## src/rtl/sync_debounce_edge.sv

```systemverilog
//------------------------------------------------------------------------------
// sync_debounce_edge
//
// Brings WIDTH asynchronous inputs (buttons, switches, external strobes) into
// the CLK domain through a STAGES-deep flop chain. Each synchronized channel
// then goes through an independent debounce filter, and the block produces
// one-cycle rise/fall pulses whenever a debounced level changes.
//
// Parameters:
//   WIDTH           number of independent channels
//   STAGES          synchronizer flops per channel (>= 2)
//   DEBOUNCE_CYCLES consecutive differing samples needed to accept a change (>= 1)
//   RESET_VALUE     per-channel reset value of the chain, signal_sync and level
//
// Ports:
//   CLK          in   1      system clock, all state updates on posedge
//   nRST         in   1      synchronous active-low reset
//   signal       in   WIDTH  asynchronous raw inputs
//   signal_sync  out  WIDTH  synchronized, unfiltered inputs (last chain stage)
//   level        out  WIDTH  debounced level per channel (registered)
//   rise         out  WIDTH  one-cycle pulse on level 0->1 (registered)
//   fall         out  WIDTH  one-cycle pulse on level 1->0 (registered)
//------------------------------------------------------------------------------
module sync_debounce_edge #(
    parameter int               WIDTH           = 4,
    parameter int               STAGES          = 2,
    parameter int               DEBOUNCE_CYCLES = 16,
    parameter logic [WIDTH-1:0] RESET_VALUE     = {WIDTH{1'b0}}
) (
    input  logic             CLK,
    input  logic             nRST,
    input  logic [WIDTH-1:0] signal,
    output logic [WIDTH-1:0] signal_sync,
    output logic [WIDTH-1:0] level,
    output logic [WIDTH-1:0] rise,
    output logic [WIDTH-1:0] fall
);

    // Counter wide enough to hold DEBOUNCE_CYCLES; it never needs to exceed
    // DEBOUNCE_CYCLES-1 because the change is accepted on that sample.
    localparam int CNT_W = $clog2(DEBOUNCE_CYCLES + 1);
    localparam logic [CNT_W-1:0] CNT_LIMIT = CNT_W'(DEBOUNCE_CYCLES - 1);
    localparam logic [CNT_W-1:0] CNT_ZERO  = {CNT_W{1'b0}};

    // Parameter sanity checks evaluated at elaboration time.
    if (STAGES < 2) begin : g_stages_chk
        $error("sync_debounce_edge: STAGES must be >= 2");
    end
    if (DEBOUNCE_CYCLES < 1) begin : g_debounce_chk
        $error("sync_debounce_edge: DEBOUNCE_CYCLES must be >= 1");
    end

    //--------------------------------------------------------------------------
    // Helpers
    //--------------------------------------------------------------------------

    // True when this differing sample is the one that completes the debounce
    // window. Using >= keeps the counter from ever counting past the limit.
    function automatic logic cnt_at_limit(input logic [CNT_W-1:0] cnt);
        return (cnt >= CNT_LIMIT);
    endfunction

    //--------------------------------------------------------------------------
    // State
    //--------------------------------------------------------------------------
    logic [STAGES-1:0][WIDTH-1:0] chain_r;
    logic [WIDTH-1:0][CNT_W-1:0]  cnt_r;
    logic [WIDTH-1:0][CNT_W-1:0]  cnt_nxt_s;
    logic [WIDTH-1:0]             level_r;
    logic [WIDTH-1:0]             level_nxt_s;
    logic [WIDTH-1:0]             change_s;
    logic [WIDTH-1:0]             rise_r;
    logic [WIDTH-1:0]             fall_r;
    logic [WIDTH-1:0]             sync_s;

    assign sync_s      = chain_r[STAGES-1];
    assign signal_sync = sync_s;
    assign level       = level_r;
    assign rise        = rise_r;
    assign fall        = fall_r;

    //--------------------------------------------------------------------------
    // Synchronizer chain
    //--------------------------------------------------------------------------

    // Shift raw inputs through STAGES flops; stage 0 is the metastability catcher.
    always_ff @(posedge CLK) begin
        if (!nRST) begin
            for (int k = 0; k < STAGES; k++) begin
                chain_r[k] <= RESET_VALUE;
            end
        end else begin
            chain_r[0] <= signal;
            for (int k = 1; k < STAGES; k++) begin
                chain_r[k] <= chain_r[k-1];
            end
        end
    end

    //--------------------------------------------------------------------------
    // Debounce next-state
    //--------------------------------------------------------------------------

    // Per channel: an agreeing sample clears the count (this is what kills
    // glitches); DEBOUNCE_CYCLES consecutive differing samples accept the change.
    always_comb begin
        cnt_nxt_s   = cnt_r;
        level_nxt_s = level_r;
        change_s    = {WIDTH{1'b0}};
        for (int i = 0; i < WIDTH; i++) begin
            if (sync_s[i] == level_r[i]) begin
                cnt_nxt_s[i] = CNT_ZERO;
            end else if (cnt_at_limit(cnt_r[i])) begin
                cnt_nxt_s[i]   = CNT_ZERO;
                level_nxt_s[i] = sync_s[i];
                change_s[i]    = 1'b1;
            end else begin
                cnt_nxt_s[i] = cnt_r[i] + CNT_W'(1);
            end
        end
    end

    //--------------------------------------------------------------------------
    // Debounce and edge registers
    //--------------------------------------------------------------------------

    // Register counters, debounced level and edge pulses. Pulses are derived
    // from the same decision that updates level, so they coincide with the
    // first cycle of the new level and are exactly one cycle long.
    always_ff @(posedge CLK) begin
        if (!nRST) begin
            cnt_r   <= {WIDTH{CNT_ZERO}};
            level_r <= RESET_VALUE;
            rise_r  <= {WIDTH{1'b0}};
            fall_r  <= {WIDTH{1'b0}};
        end else begin
            cnt_r   <= cnt_nxt_s;
            level_r <= level_nxt_s;
            rise_r  <= change_s &  sync_s;
            fall_r  <= change_s & ~sync_s;
        end
    end

endmodule

```

## config.mk

```make
export PLATFORM = sky130hd
export DESIGN_NAME = sync_debounce_edge
export DESIGN_NICKNAME = d
export VERILOG_FILES = /design/src/rtl/sync_debounce_edge.sv
export SDC_FILE = /design/constraint.sdc
export NUM_CORES = 1
export LEC_CHECK = 0
export CORE_MARGIN = 10
export CORE_UTILIZATION = 52
export DETAILED_ROUTE_END_ITERATION = 6
export HOLD_SLACK_MARGIN = 0.06
export PLACE_DENSITY = 0.79
export SYNTH_ARGS = -nofsm -noshare
export SYNTH_HDL_FRONTEND = slang
export SYNTH_SLANG_ARGS = --single-unit
```

## constraint.sdc

```tcl
create_clock -name CLK -period 1.8 [get_ports CLK]
set_input_delay 0.27 -clock CLK [delete_from_list [all_inputs] [get_ports CLK]]
set_output_delay 0.27 -clock CLK [all_outputs]
set_load 0.005 [all_outputs]
```

# Word-level counts from Yosys, hierarchy flattened
# Index checks and enable logic that the tools add are counted.
dict set report totals {
  register_bits 40
  in_bits 6
}
dict set report classes {
  n_addsub 4
  magnitude_cmp 4
  n_eq_ne 4
  muxes 8
  n_bitwise 8
  reduce_logical 8
}
# operator n
set op_table {}
lappend op_table {{5-bit by 1-bit adder with 5-bit output, second input constant} 4}
lappend op_table {{5-bit by 4-bit >= comparator with 1-bit output, second input constant} 4}
lappend op_table {{3-bit OR reduction} 4}
lappend op_table {{4-bit bitwise AND} 2}
lappend op_table {{1-bit 2-to-1 mux} 8}
lappend op_table {{2-bit AND reduction} 4}
lappend op_table {{1-bit inverter} 5}
lappend op_table {{1-bit equality test} 4}
lappend op_table {{4-bit inverter} 1}

# Longest topological paths before layout
# Gate-level depths: netlist of run 1.
dict set report depth {
  depth_word 4
  depth_mapped 6
  ltp_nobuf 6
}

# Worst setup path before layout of run 1
# OpenSTA, ideal clock, no wires.
dict set report synth_timing {
  path_type {flip-flop to flip-flop}
  start {register cnt_r[10] (netlist bit)}
  end {register rise_r[2], in the netlist rise[2]}
  setup_ns 0.117
  arrival_ns 1.251
  required_time_ns 1.683
  setup_slack_ns 0.432
  stages_incl_launch_ff 7
  path_buffers 0
  period_less_slack_ns 1.368
  cell_sequence {dfxtp_1 -> ha_1 -> and3_1 -> ha_1 -> nor2_1 -> nand2_1 -> and4b_1}
}
dict set report synth_via {
  elab_chain_cells 4
}
# item line_no
set synth_lines {}
lappend synth_lines {{start, declared} 67} ;# logic [WIDTH-1:0][CNT_W-1:0] cnt_r;
lappend synth_lines {{start signal, assigned} 132} ;# cnt_r <= {WIDTH{CNT_ZERO}};
lappend synth_lines {{start signal, assigned} 137} ;# cnt_r <= cnt_nxt_s;
lappend synth_lines {{5-bit by 4-bit >= comparator with 1-bit output} 60} ;# return (cnt >= CNT_LIMIT);
lappend synth_lines {{1-bit 2-to-1 mux} 113} ;# end else if (cnt_at_limit(cnt_r[i])) begin
lappend synth_lines {{1-bit 2-to-1 mux} 111} ;# if (sync_s[i] == level_r[i]) begin
lappend synth_lines {{4-bit bitwise AND} 139} ;# rise_r <= change_s & sync_s;
lappend synth_lines {{end signal, assigned} 134} ;# rise_r <= {WIDTH{1'b0}};
lappend synth_lines {{end signal, assigned} 139}
lappend synth_lines {{end, declared} 72} ;# logic [WIDTH-1:0] rise_r;
# Every way passes these cells.
# A chain may end at the register's enable or synchronous reset.

# Final worst setup path of run 1
dict set report layout_timing {
  start {register chain_r, in the netlist signal_sync[2]}
  end {output signal_sync[2]}
}
# item line_no
set layout_lines {}
lappend layout_lines {{start, declared} 66} ;# logic [STAGES-1:0][WIDTH-1:0] chain_r;
lappend layout_lines {{start signal, assigned by index} 95} ;# chain_r[k] <= chain_r[k-1];
lappend layout_lines {{end, declared} 33} ;# output logic [WIDTH-1:0] signal_sync,
# No word-level cell between the ends.

==> metrics.txt, run 1 <==
crit-path max cell delay 0.53 ns; number of port buffers 21; Initial DRT Pass Iterations 4; slowest cell on the critical path clkdlybuf4s50_1; CTS root buf clkbuf_4; Final HPWL DP 1770 um; worst reg2reg path depth 6; CTS tree done; Synth cell types 21; routing usage on met1 0.0908; Die Wd between 70 and 80 um; Top Family by Delay on Critical Path buffers and inverters; first-pass GRT wire length 4260 um; CTS H-tree lvls 2; VDD IR max around 0.00063 V; n_diodes 0; Setup CP Type flip-flop to primary output; outcome complete, no violations; Register Area 801 um2; CP cell instances clkdlybuf4s50_1; layer with the highest usage met2; 1st-iter DRT viols 48; RePlAce Congestion approximately 0.73; Synth top area share 0.549; synth top area cells dfxtp_1, ha_1, nor2_1; period utilisation layout 0.858; share of cells above drive strength 1 0.0655; critical path data arrival time roughly 1.3 ns; top_reg_cell synth dfxtp_1; Post-Route WL approximately 2400 um; CP Depth 1; DRT antenna net count 0; TritonCTS Sinks 40; power per cell area 813 mW/mm2; routed vias between 900 and 1,000; routed vias/inst between 4 and 5; most frequent cell after synthesis dfxtp_1; post-synth net total approximately 160; pin count of the biggest net entering global routing 27; Syn Area/Cell 10.1 um2; crit path capture type primary output; final worst slack 0.255 ns; initial antenna violation count 0; skew final 0.00396 ns; Synth Register Bits 40; DRC 0; FF-to-FF setup slack 0.29 ns; DIE AREA around 0.0053 mm2; RSZ-0062 raised after global routing false; fillers 241; worst-path fanout max 5; M2 GR Usage 0.178; final count of hold timing violations 0; WHS 0.441 ns; CTS Buf Count 5; Startpoint Class flip-flop; Yosys warnings 0; Pleak 0.000688 uW; drt wl/cell 12.0 um; post_cts resized 0; Initial Util 0.538; Longest Clk Path Bufs 2; fmax 647 MHz; Clk pin slew, worst setup/hold paths around 0.11 ns; Synth async-reset ratio 0; GRT overflow 0; setup violators final 0; Die Y 72.9 um; Post-synth EDFFs 0; Tmin final 1.55 ns; synth cell count leaders dfxtp_1, nor2_1, nand2_1, nand4_1; Finished Layout Cells around 200; Row Count 19; Final TNS setup 0 ns; Hold Crit Class flip-flop to flip-flop; GRT met3 Usage 0.0571; Core Region 0.00271 mm2; dpl cells 191; number of top-level pins 22; area leader, netlist dfxtp_1; gate count after technology mapping between 100 and 150; worst slew pin tran 0.224 ns; number of post-CTS setup repair buffers 0; # nets final 181; DP Worst Slack 0.297 ns; Final Power 1410 uW; hold path cells 1; max cap viols 0; area occupied by multi-input gates 583 um2; Tot GR Track Use 0.101; CP required 1.53 ns; clk_lat worst skew 0.33 ns; register area share after synthesis 0.549; vias in the first global route 1,022; max-slew violation count 0; max_slew headroom 0.851; mapped cell area 0.00146 mm2; hold buffer count at cts 0; P&R area growth vs syn 18.6%; CP Buf/Inv Count 1
[logic make-up after synthesis]
kind of cell             after synthesis  synth area share
adder cells (fa/ha/maj)                8            0.0687
flip-flops                            40             0.549
AND/OR/NAND/NOR                       66             0.245
multiplexers                           2            0.0137
AO/OA/AOI/OAI                          6            0.0240
buffers and inverters                 15            0.0506
XOR/XNOR                               8            0.0481
[metrics by stage]
step | cell area [um2] | utilization
6_report | 1730 | 0.638
5_1_grt | 1730 | 0.638
4_1_cts | 1730 | 0.638
3_5_place_dp | 1670 | 0.616
3_3_place_gp | 1670 | 0.616
2_1_floorplan | 1460 | -
[metal layers]
layer / vias to the layer above / part of all wire
met5: - / 0
met4: 0 / 0.0088
met3: 2 / 0.079
met2: 19 / 0.52
met1: 437 / 0.39
li1: 528 / -
[state kept, by name (all words and copies together) (netlist names)]
name / count
cnt_r: 20
chain_r: 4
fall: 4
level: 4
rise: 4
signal_sync: 4
[path summary, 6_finish.rpt]
kind / endpoint / startpoint
setup reg to reg: cnt_r[3] / cnt_r[0]
setup / recovery: signal_sync[2] / signal_sync[2]
hold reg to reg: signal_sync[2] / chain_r[2]
hold / removal: signal_sync[2] / chain_r[2]
[cells in the final DEF (no fill, tap or decap), drive strengths merged, types with 8 or more instances in the layout]
cell	Yosys	final
ha	8	8
clkbuf	2	8
inv	8	8
and2	10	10
nand2	10	10
dfxtp	40	40
nand4	10	10
nor2	24	24
clkdlybuf4s50	0	21
[where the power goes]
| group | internal (uW) | leakage (uW) | switching, uW |
|---|---|---|---|
| clock | 193 | 0.0000326 | 265 |
| combinational | 25.7 | 0.000331 | 19.2 |
| sequential | 896 | 0.000324 | 7.96 |
[area by class of cell]
class	count	area share
clock buffer	8	0.0340
inverter	8	0.0174
multi-input combinational	90	0.337
sequential	40	0.463
tap	31	0.0224
timing repair buffer	22	0.126
(Power assumes the default switching activity.)
==> inputs of run 2 (changes only) <==
CAP_MARGIN = 25   (was unset)
==> results of run 2 <==
No change in the layout: final DEF, timing and power equal those of run 1.
==> inputs of run 3 (changes only) <==
CORE_UTILIZATION = 45   (was 52)
CTS_CLUSTER_DIAMETER = 100   (was unset)
PLACE_DENSITY = 0.7   (was 0.79)
SLEW_MARGIN = 10   (was unset)
==> run 3 against run 2 <==
  * Flip-flop and latch count stayed put
  * First-iteration DRC count down 13%
  * Sequential share of layout area is 0.98 points lower
  * Global-route usage down 1.8 points
  * Die area is 11% higher
  * Non-clock buffer count is the same
==> metrics.txt, run 3 (synthesis gave the netlist of run 1 again) <==
drt wl/cell 10.9 um (was 12.0 um); most common cell after layout, fill and taps aside dfxtp_1 (unchanged); skew final 0.0143 ns (was 0.00396 ns); crit path launch signal_sync[1] (was signal_sync[2]); Final HPWL DP 1760 um (was 1770 um); Clk pin slew, worst setup/hold paths 0.13 ns (was 0.11 ns); number of top-level pins 22 (unchanged); clk_lat worst skew 0.35 ns (was 0.33 ns); number of port buffers 21 (unchanged); max_slew headroom 0.850 (was 0.851); Die Y 76.9 um (was 72.9 um); 1st-iter DRT viols 42 (was 48); Pleak 0.000697 uW (was 0.000688 uW); Hold Crit Class flip-flop to flip-flop (unchanged); initial antenna violation count 0 (unchanged); setup violators final 0 (unchanged); pin count of the biggest net entering global routing 27 (unchanged); max cap viols 0 (unchanged); power per cell area 865 mW/mm2 (was 813 mW/mm2); Longest Clk Path Bufs 2 (unchanged); hold_sp chain_r[1] (was chain_r[2]); Initial DRT Pass Iterations 4 (unchanged); Final TNS setup 0 ns (unchanged); TritonCTS Sinks 40 (unchanged); CP Buf/Inv Count 1 (unchanged); slowest cell on the critical path clkdlybuf4s50_1 (unchanged); worst-path fanout max 5 (unchanged); CTS H-tree lvls 2 (unchanged); post-layout util 0.574 (was 0.638); Largest Register cnt_r (unchanged); RePlAce Congestion 0.786 (was 0.727); critical path data arrival time 1.35 ns (was 1.28 ns); P&R area growth vs syn 21.2% (was 18.6%); worst slew pin tran 0.225 ns (was 0.224 ns); CTS Buf Count 5 (unchanged); vias in the first global route 962 (was 1,022); Row Count 20 (was 19); Top Family by Delay on Critical Path buffers and inverters (unchanged); CTS root buf clkbuf_4 (unchanged); CP required 1.53 ns (about the same); outcome complete, no violations (unchanged); CP cell instances clkdlybuf4s50_1 (unchanged); VDD IR max 0.000644 V (was 0.000633 V); Core Region 0.00308 mm2 (was 0.00271 mm2); DRT antenna net count 0 (unchanged); RSZ-0062 raised after global routing false (unchanged); CTS tree done (unchanged); max reg flops 20 (unchanged); number of post-CTS setup repair buffers 0 (unchanged); crit path capture type primary output (unchanged); Tmin final 1.62 ns (was 1.55 ns); # nets final 181 (unchanged); Post-Route WL 2320 um (was 2380 um); hold buffer count at cts 0 (unchanged); FF-to-FF Start cnt_r[5] (was cnt_r[0]); n_diodes 0 (unchanged); DRC 0 (unchanged); Setup CP Type flip-flop to primary output (unchanged); max-slew violation count 0 (unchanged); GRT overflow 0 (unchanged); first-pass GRT wire length 4090 um (was 4260 um); share of cells above drive strength 1 0.0774 (was 0.0655); fmax 616 MHz (was 647 MHz); routed vias/inst 4.72 (was 4.95); post_cts resized 0 (unchanged); Initial Util 0.474 (was 0.538); period utilisation layout 0.901 (was 0.858); crit-path max cell delay 0.55 ns (was 0.53 ns); Startpoint Class flip-flop (unchanged); Tot GR Track Use 0.0830 (was 0.101); routed vias 1,001 (was 986); DIE AREA 0.00592 mm2 (was 0.00532 mm2); final count of hold timing violations 0 (unchanged); Die Wd 76.9 um (was 72.9 um); most frequent cells in the layout dfxtp_1, nor2_1, clkdlybuf4s50_1 (unchanged)
-- run 3: power breakdown --
part / leakage, uW / switching [uW] / internal [uW] / total, uW
registers: 0.000324 / 8.09 / 896 / 904
clock network: 0.0000412 / 290 / 290 / 580
logic: 0.000331 / 18.8 / 25.6 / 44.4
-- run 3: per-stage QoR --
step           setup slack [ns]  instances  hold slack (ns)  cell area, um2  total power (uW)
3_5_place_dp              0.309        204            0.417            1690               970
5_1_grt                   0.110        212            0.470            1770              1590
4_1_cts                   0.152        212            0.439            1770              1550
3_3_place_gp              0.341        204            0.414            1690               968
2_1_floorplan             0.432        145            0.397            1460               950
6_report                  0.177        212            0.440            1770              1530
-- run 3: path summary, 6_finish.rpt --
check / end / slack [ns] / depth (start not counted)
worst max-delay path: signal_sync[1] / 0.18 / 1
worst min-delay path: signal_sync[1] / 0.44 / 1
worst max register to register: cnt_r[7] / 0.29 / 6
worst min register to register: signal_sync[1] / 0.44 / 1
-- run 3: metal layers --
layer	share of wire	global-route usage	vias to the layer above
met1	0.44	0.0860	446
met2	0.46	0.132	22
met5	0	0	-
li1	-	-	529
met4	0.015	0.0372	0
met3	0.087	0.0490	4
-- run 3: layout make-up --
| type | count | area [um2] |
|---|---|---|
| clock inverter | 3 | 42.5 |
| sequential | 40 | 801 |
| clock buffer | 5 | 37.5 |
| timing repair buffer | 22 | 218 |
| multi-input combinational | 90 | 583 |
| inverter | 8 | 30.0 |
| tap | 44 | 55.1 |
| fill | 289 | 1310 |
